$ cat src/rtl/sound_scheduler.sv
// Note-sequence scheduler: steps a note-ROM address on every tick in ascending, descending or
// bouncing order, and lets a triggered beep burst interrupt the pattern, then resume it.
module sound_scheduler #(
    parameter int unsigned TICK_DIV   = 25_000_000,
    parameter int unsigned SCALE_LEN  = 8,
    parameter logic [7:0]  BEEP_ADDR  = 8'd5,
    parameter int unsigned BEEP_COUNT = 4,
    parameter int unsigned BEEP_ON    = 2,
    parameter int unsigned BEEP_OFF   = 2
) (
    input  logic       clk_100mHz,
    input  logic       rst,
    input  logic [2:0] mode,
    input  logic       beep_trigger,
    output logic [7:0] note_addr,
    output logic       note_en,
    output logic       beep_active,
    output logic [2:0] state
);

    typedef enum logic [2:0] {
        S_IDLE     = 3'b000,
        S_ASC      = 3'b001,
        S_ASC_DESC = 3'b010,
        S_DESC     = 3'b100,
        S_BEEP     = 3'b101,
        S_BEEP_GAP = 3'b110
    } state_t;

    localparam int CNT_W  = (TICK_DIV > 2) ? $clog2(TICK_DIV) : 1;
    localparam int PH_MAX = (BEEP_ON > BEEP_OFF) ? BEEP_ON : BEEP_OFF;
    localparam int PH_W   = $clog2(PH_MAX + 1);
    localparam int IDX_W  = $clog2(BEEP_COUNT + 1);

    localparam logic [CNT_W-1:0] TICK_LAST   = CNT_W'(TICK_DIV - 1);
    localparam logic [PH_W-1:0]  ON_LAST     = PH_W'(BEEP_ON - 1);
    localparam logic [PH_W-1:0]  OFF_LAST    = PH_W'(BEEP_OFF - 1);
    localparam logic [IDX_W-1:0] IDX_LAST    = IDX_W'(BEEP_COUNT - 1);
    localparam logic [7:0]       ADDR_LAST   = 8'(SCALE_LEN - 1);
    localparam logic [7:0]       ADDR_PENULT = 8'(SCALE_LEN - 2);

    logic [CNT_W-1:0] tick_cnt_q, tick_cnt_d;
    logic             trig_q, trig_d;
    logic             pending_q, pending_d;
    logic             dir_up_q, dir_up_d;
    state_t           state_q, state_d;
    state_t           saved_state_q, saved_state_d;
    logic [7:0]       saved_addr_q, saved_addr_d;
    logic [7:0]       addr_q, addr_d;
    logic             en_q, en_d;
    logic [PH_W-1:0]  phase_q, phase_d;
    logic [IDX_W-1:0] idx_q, idx_d;

    logic   tick;
    logic   in_beep;
    logic   rise;
    state_t target;

    always_comb begin
        unique case (mode)
            3'b001:  target = S_ASC;
            3'b010:  target = S_DESC;
            3'b011:  target = S_ASC_DESC;
            default: target = S_IDLE;
        endcase
    end

    always_comb begin
        tick    = (tick_cnt_q == TICK_LAST);
        in_beep = (state_q == S_BEEP) || (state_q == S_BEEP_GAP);
        rise    = beep_trigger & ~trig_q;

        tick_cnt_d    = tick ? '0 : tick_cnt_q + 1'b1;
        trig_d        = beep_trigger;
        pending_d     = pending_q;
        dir_up_d      = dir_up_q;
        state_d       = state_q;
        saved_state_d = saved_state_q;
        saved_addr_d  = saved_addr_q;
        addr_d        = addr_q;
        en_d          = en_q;
        phase_d       = phase_q;
        idx_d         = idx_q;

        if (tick) begin
            case (state_q)
                S_BEEP: begin
                    if (phase_q == ON_LAST) begin
                        state_d = S_BEEP_GAP;
                        en_d    = 1'b0;
                        phase_d = '0;
                    end else begin
                        phase_d = phase_q + 1'b1;
                    end
                end
                S_BEEP_GAP: begin
                    if (phase_q == OFF_LAST) begin
                        phase_d = '0;
                        if (idx_q == IDX_LAST) begin
                            state_d = saved_state_q;
                            addr_d  = saved_addr_q;
                            en_d    = (saved_state_q != S_IDLE);
                        end else begin
                            idx_d   = idx_q + 1'b1;
                            state_d = S_BEEP;
                            en_d    = 1'b1;
                        end
                    end else begin
                        phase_d = phase_q + 1'b1;
                    end
                end
                default: begin
                    if (pending_q) begin
                        saved_state_d = state_q;
                        saved_addr_d  = addr_q;
                        pending_d     = 1'b0;
                        state_d       = S_BEEP;
                        addr_d        = BEEP_ADDR;
                        en_d          = 1'b1;
                        idx_d         = '0;
                        phase_d       = '0;
                    end else if (target != state_q) begin
                        state_d = target;
                        case (target)
                            S_ASC, S_ASC_DESC: begin
                                addr_d   = 8'd0;
                                dir_up_d = 1'b1;
                                en_d     = 1'b1;
                            end
                            S_DESC: begin
                                addr_d = ADDR_LAST;
                                en_d   = 1'b1;
                            end
                            default: en_d = 1'b0;
                        endcase
                    end else begin
                        // Bouncing mode turns at the endpoints without playing them twice
                        case (state_q)
                            S_ASC:  addr_d = (addr_q == ADDR_LAST) ? 8'd0 : addr_q + 8'd1;
                            S_DESC: addr_d = (addr_q == 8'd0) ? ADDR_LAST : addr_q - 8'd1;
                            S_ASC_DESC: begin
                                if (dir_up_q) begin
                                    if (addr_q == ADDR_LAST) begin
                                        addr_d   = ADDR_PENULT;
                                        dir_up_d = 1'b0;
                                    end else begin
                                        addr_d = addr_q + 8'd1;
                                    end
                                end else begin
                                    if (addr_q == 8'd0) begin
                                        addr_d   = 8'd1;
                                        dir_up_d = 1'b1;
                                    end else begin
                                        addr_d = addr_q - 8'd1;
                                    end
                                end
                            end
                            default: en_d = 1'b0;
                        endcase
                    end
                end
            endcase
        end

        if (rise && !in_beep) begin
            pending_d = 1'b1;
        end
    end

    always_ff @(posedge clk_100mHz or posedge rst) begin
        if (rst) begin
            tick_cnt_q    <= '0;
            trig_q        <= 1'b0;
            pending_q     <= 1'b0;
            dir_up_q      <= 1'b1;
            state_q       <= S_IDLE;
            saved_state_q <= S_IDLE;
            saved_addr_q  <= 8'd0;
            addr_q        <= 8'd0;
            en_q          <= 1'b0;
            phase_q       <= '0;
            idx_q         <= '0;
        end else begin
            tick_cnt_q    <= tick_cnt_d;
            trig_q        <= trig_d;
            pending_q     <= pending_d;
            dir_up_q      <= dir_up_d;
            state_q       <= state_d;
            saved_state_q <= saved_state_d;
            saved_addr_q  <= saved_addr_d;
            addr_q        <= addr_d;
            en_q          <= en_d;
            phase_q       <= phase_d;
            idx_q         <= idx_d;
        end
    end

    assign note_addr   = addr_q;
    assign note_en     = en_q;
    assign state       = state_q;
    assign beep_active = in_beep;

endmodule

$ cat config.mk
export PLATFORM = sky130hd
export DESIGN_NAME = sound_scheduler
export DESIGN_NICKNAME = d
export VERILOG_FILES = /design/src/rtl/sound_scheduler.sv
export SDC_FILE = /design/constraint.sdc
export NUM_CORES = 1
export LEC_CHECK = 0
export ABC_AREA = 1
export BUFFER_PORTS_ARGS = -buffer_cell sky130_fd_sc_hd__buf_2
export CORE_MARGIN = 4
export CORE_UTILIZATION = 40
export DETAILED_ROUTE_END_ITERATION = 8
export PLACE_DENSITY_LB_ADDON = 0.3
export SYNTH_ARGS = -nofsm -noshare
export SYNTH_HDL_FRONTEND = slang
export SYNTH_SLANG_ARGS = --single-unit
$ cat constraint.sdc
create_clock -name clk_100mHz -period 2 [get_ports clk_100mHz]
set_input_delay 0.1 -clock clk_100mHz [delete_from_list [all_inputs] [get_ports clk_100mHz]]
set_output_delay 0.1 -clock clk_100mHz [all_outputs]
set_load 0.02 [all_outputs]
==> metrics.txt <==
result of the run finished with violations; violated checks negative hold slack; synthesized flop and latch total 56; fill cell total of the finished layout 895; total global routing track utilization 16.3%; Clock Latency Late Sink about 0.31 ns; die boundary width 104 um; largest net degree at the start of global routing 57; average cell area after synthesis 7.22 um^2; crit start category register; final RePlAce weighted congestion 0.834; number of nets in the finished design 555; total power divided by cell area ~500 nW/um^2; Cell Chain, Critical Path inv_1 > nand2_1 > nor2_1 > nand2_1 > nand2_1 > inv_1 > nand3_1 > o21ai_0 > nand2_1 > nand2_1 > nand2_1 > nand2_1; number of search-and-repair iterations in the first detailed-routing pass 5; sum of net half-perimeters after detailed placement 6440 um; total number of placement rows 34; Max clock buf depth 2; final-report hold violation count 50; Inserted Clock Buffers 5; Hold WS -0.0321 ns; number of DRC markers after the initial detailed-route iteration 181; clock period minus worst slack about 1.8 ns; CTS tree yes; initial antenna violation count 0; final setup violating endpoints 0; clock slew at reported path FFs 0.10 ns; number of clock sinks between 50 and 60; synth warn 0; worst endpoint required time 2.21 ns; share of synthesized area occupied by flip-flops and latches 37.8%; Worst-Margin Slew 0.711 ns; CTS Root Buffer Type sky130_fd_sc_hd__clkbuf_8; critical path fanouts, max 7; vertical die dimension 104 um; placeable core area 8890 um^2; Net Count, Synth 526; area growth from synthesis to layout 11.1%; routed wire length 8490 um; number of distinct standard cells referenced by the synthesized netlist 41; final clock skew 0.0132 ns; data arrival time at the worst-slack endpoint slightly below 2 ns; number of nets with antenna violations after routing 0; Slew Limit Fails 0; global-route wire length before repair 14900 um; Period Utilization, post-route 88.8%; nature of the critical path endpoint register; flop-to-flop setup slack 0.22 ns; classification of the worst-slack hold path primary input to asynchronous set/reset pin; vias in the first global route between 3000 and 4000; crit-path max cell delay 0.47 ns; netlist area before placement 3710 um^2; area enclosed by the die boundary 10900 um^2; count of inserted antenna diode cells 0; number of cells on the worst reg-to-reg path 12; most frequent CP cell sky130_fd_sc_hd__nand2_1; average vias per placed instance between 5 and 6; FF-to-FF End note_addr[5]; Crit Path Category register to register; RR Startpoint note_addr[6]; share of layout cells above drive strength 1 16.2%; average wire length per cell after detail routing 13.0 um; main area contributors after synthesis sky130_fd_sc_hd__dfrtp_1, sky130_fd_sc_hd__nand2_1, sky130_fd_sc_hd__inv_1; number of instances in the synthesized netlist a little over 500; effective utilization at floorplan 41.7%; Yosys top cell area share 37.1%; Leakage 2.10 nW; number of vias in the routed layout 3291; worst-case vdd ir drop 0.316 mV; Slew headroom 52.6%; level count of the clock H-tree 2; overflow left after global routing 0; count of boundary I/O pins 19; achievable frequency 563 MHz; final routed DRC violation total 0; number of max-capacitance violations reported 0; Critical-path top delay cell sky130_fd_sc_hd__dfrtp_1; IO buf count 18; Total Neg Setup Slack 0 ns; cell taking the most area after synthesis sky130_fd_sc_hd__dfrtp_1
-- through the flow --
stage | cell area [um^2] | utilization (%) | power (W) | worst slack [ns] | instances
5_1_grt | 4120 | 46.4 | 0.00213 | -0.00332 | 651
3_5_place_dp | 3930 | 44.2 | 0.00122 | 0.146 | 639
2_1_floorplan | 3710 | - | 0.00120 | 0.325 | 514
3_3_place_gp | 3930 | 44.2 | 0.00122 | 0.202 | 639
6_report | 4120 | 46.4 | 0.00205 | 0.223 | 651
4_1_cts | 4070 | 45.8 | 0.00207 | 0.146 | 647
-- synthesized netlist by cell type --
cell	number
sky130_fd_sc_hd__nand2_1	135
sky130_fd_sc_hd__inv_1	62
sky130_fd_sc_hd__nor2_1	61
sky130_fd_sc_hd__dfrtp_1	55
sky130_fd_sc_hd__nand3_1	36
sky130_fd_sc_hd__o21ai_0	22
sky130_fd_sc_hd__a21oi_1	20
sky130_fd_sc_hd__o21ai_1	15
sky130_fd_sc_hd__xor2_1	14
sky130_fd_sc_hd__inv_2	11
sky130_fd_sc_hd__nor3_1	10
sky130_fd_sc_hd__nand4_1	9
sky130_fd_sc_hd__ha_1	6
sky130_fd_sc_hd__buf_2	5
sky130_fd_sc_hd__nand2_2	4
sky130_fd_sc_hd__nand3_2	4
sky130_fd_sc_hd__nand3_4	4
sky130_fd_sc_hd__nor2_2	4
sky130_fd_sc_hd__nor2_4	4
sky130_fd_sc_hd__xnor2_1	4
sky130_fd_sc_hd__nand2_4	3
sky130_fd_sc_hd__nor3_2	3
sky130_fd_sc_hd__or2_2	3
sky130_fd_sc_hd__buf_6	2
sky130_fd_sc_hd__nor3_4	2
sky130_fd_sc_hd__a211oi_1	1
sky130_fd_sc_hd__a21boi_0	1
sky130_fd_sc_hd__a21boi_1	1
sky130_fd_sc_hd__a21oi_2	1
sky130_fd_sc_hd__a311oi_1	1
sky130_fd_sc_hd__a31o_2	1
sky130_fd_sc_hd__a31oi_1	1
sky130_fd_sc_hd__and3_1	1
sky130_fd_sc_hd__clkinv_2	1
sky130_fd_sc_hd__dfstp_2	1
sky130_fd_sc_hd__nand3b_1	1
sky130_fd_sc_hd__nand4_2	1
sky130_fd_sc_hd__o211ai_1	1
sky130_fd_sc_hd__o21ai_2	1
sky130_fd_sc_hd__o31ai_1	1
sky130_fd_sc_hd__xor2_2	1
-- sequential cells by signal, indices dropped and copies added, names as in the netlist --
name	cells
pending_q	1
state	3
phase_q	2
note_addr	8
tick_cnt_q	25
trig_q	1
saved_addr_q	8
idx_q	3
dir_up_q	1
saved_state_q	3
note_en	1
-- layer usage --
metal | wire (um) | track usage [%] | share of wire (%) | up-vias
met5 | 0 | 0 | 0 | -
met3 | 315 | 2.17 | 3.7 | 5
met2 | 3900 | 26.2 | 46 | 63
li1 | - | - | - | 1693
met4 | 69 | 3.80 | 0.81 | 0
met1 | 4200 | 23.2 | 49 | 1530
-- worst max-delay path by stage --
stage / start / to / slack (ns) / cells past startpoint
final: note_addr[6] / note_addr[5] / 0.22 / 12
after global routing: tick_cnt_q[0] / phase_q[0] / -0.003 / 9
after CTS: tick_cnt_q[0] / saved_addr_q[5] / 0.15 / 10
after detailed placement: tick_cnt_q[0] / saved_state_q[0] / 0.15 / 10
after global placement: tick_cnt_q[0] / saved_addr_q[0] / 0.20 / 10
after floorplan: note_addr[0] / note_addr[0] / 0.32 / 10
-- what timing repair did --
action / in CTS / in global routing
hold buffers: 1 / 0
buffers inserted: 0 / 3
gates resized for setup: 0 / 5
endpoints found under the hold margin: 1 / 0
endpoints found under the setup margin: 0 / 20
-- cell type report --
type	instances	area (um^2)	area share (%)
multi-input combinational	378	2010	48.7
sequential	56	1400	34.0
inverter	74	280	6.80
timing repair buffer	28	168	4.07
tap	108	135	3.28
clock buffer	5	68.8	1.67
clock inverter	2	60.1	1.46
-- report_power, final --
group,internal (W),switching (W)
combinational,0.0000161,0.0000499
clock,0.000493,0.000363
sequential,0.00113,0.000000223
total,0.00164,0.000413
-- placed cells by master, fill, tap and decap left out, types with 2 or more instances in the layout --
cell / n
sky130_fd_sc_hd__a21oi_1: 20
sky130_fd_sc_hd__buf_2: 18
sky130_fd_sc_hd__buf_4: 9
sky130_fd_sc_hd__bufinv_16: 2
sky130_fd_sc_hd__clkbuf_8: 5
sky130_fd_sc_hd__dfrtp_1: 55
sky130_fd_sc_hd__ha_1: 6
sky130_fd_sc_hd__inv_1: 61
sky130_fd_sc_hd__inv_2: 12
sky130_fd_sc_hd__nand2_1: 133
sky130_fd_sc_hd__nand2_2: 6
sky130_fd_sc_hd__nand2_4: 3
sky130_fd_sc_hd__nand3_1: 36
sky130_fd_sc_hd__nand3_2: 4
sky130_fd_sc_hd__nand3_4: 5
sky130_fd_sc_hd__nand4_1: 9
sky130_fd_sc_hd__nor2_1: 60
sky130_fd_sc_hd__nor2_2: 5
sky130_fd_sc_hd__nor2_4: 4
sky130_fd_sc_hd__nor3_1: 10
sky130_fd_sc_hd__nor3_2: 3
sky130_fd_sc_hd__nor3_4: 2
sky130_fd_sc_hd__o21ai_0: 22
sky130_fd_sc_hd__o21ai_1: 15
sky130_fd_sc_hd__or2_2: 3
sky130_fd_sc_hd__xnor2_1: 4
sky130_fd_sc_hd__xor2_1: 14
-- kinds of logic (layout without fill, tap and decap cells) --
kind of cell             Yosys count  in the layout  synth area share, %
AND/OR/NAND/NOR                  285            286                 36.9
buffers and inverters             81            109                 8.80
AO/OA/AOI/OAI                     67             67                 9.81
flip-flops                        56             56                 37.8
XOR/XNOR                          19             19                 4.69
adder cells (fa/ha/maj)            6              6                 2.02
-- critical path: cells and delay by family (launching register included) --
kind	cells	cell delay, ns
buffers and inverters	2	0.26
flip-flops	1	0.47
AND/OR/NAND/NOR	9	0.85
AO/OA/AOI/OAI	1	0.10
(Power assumes the default switching activity.)
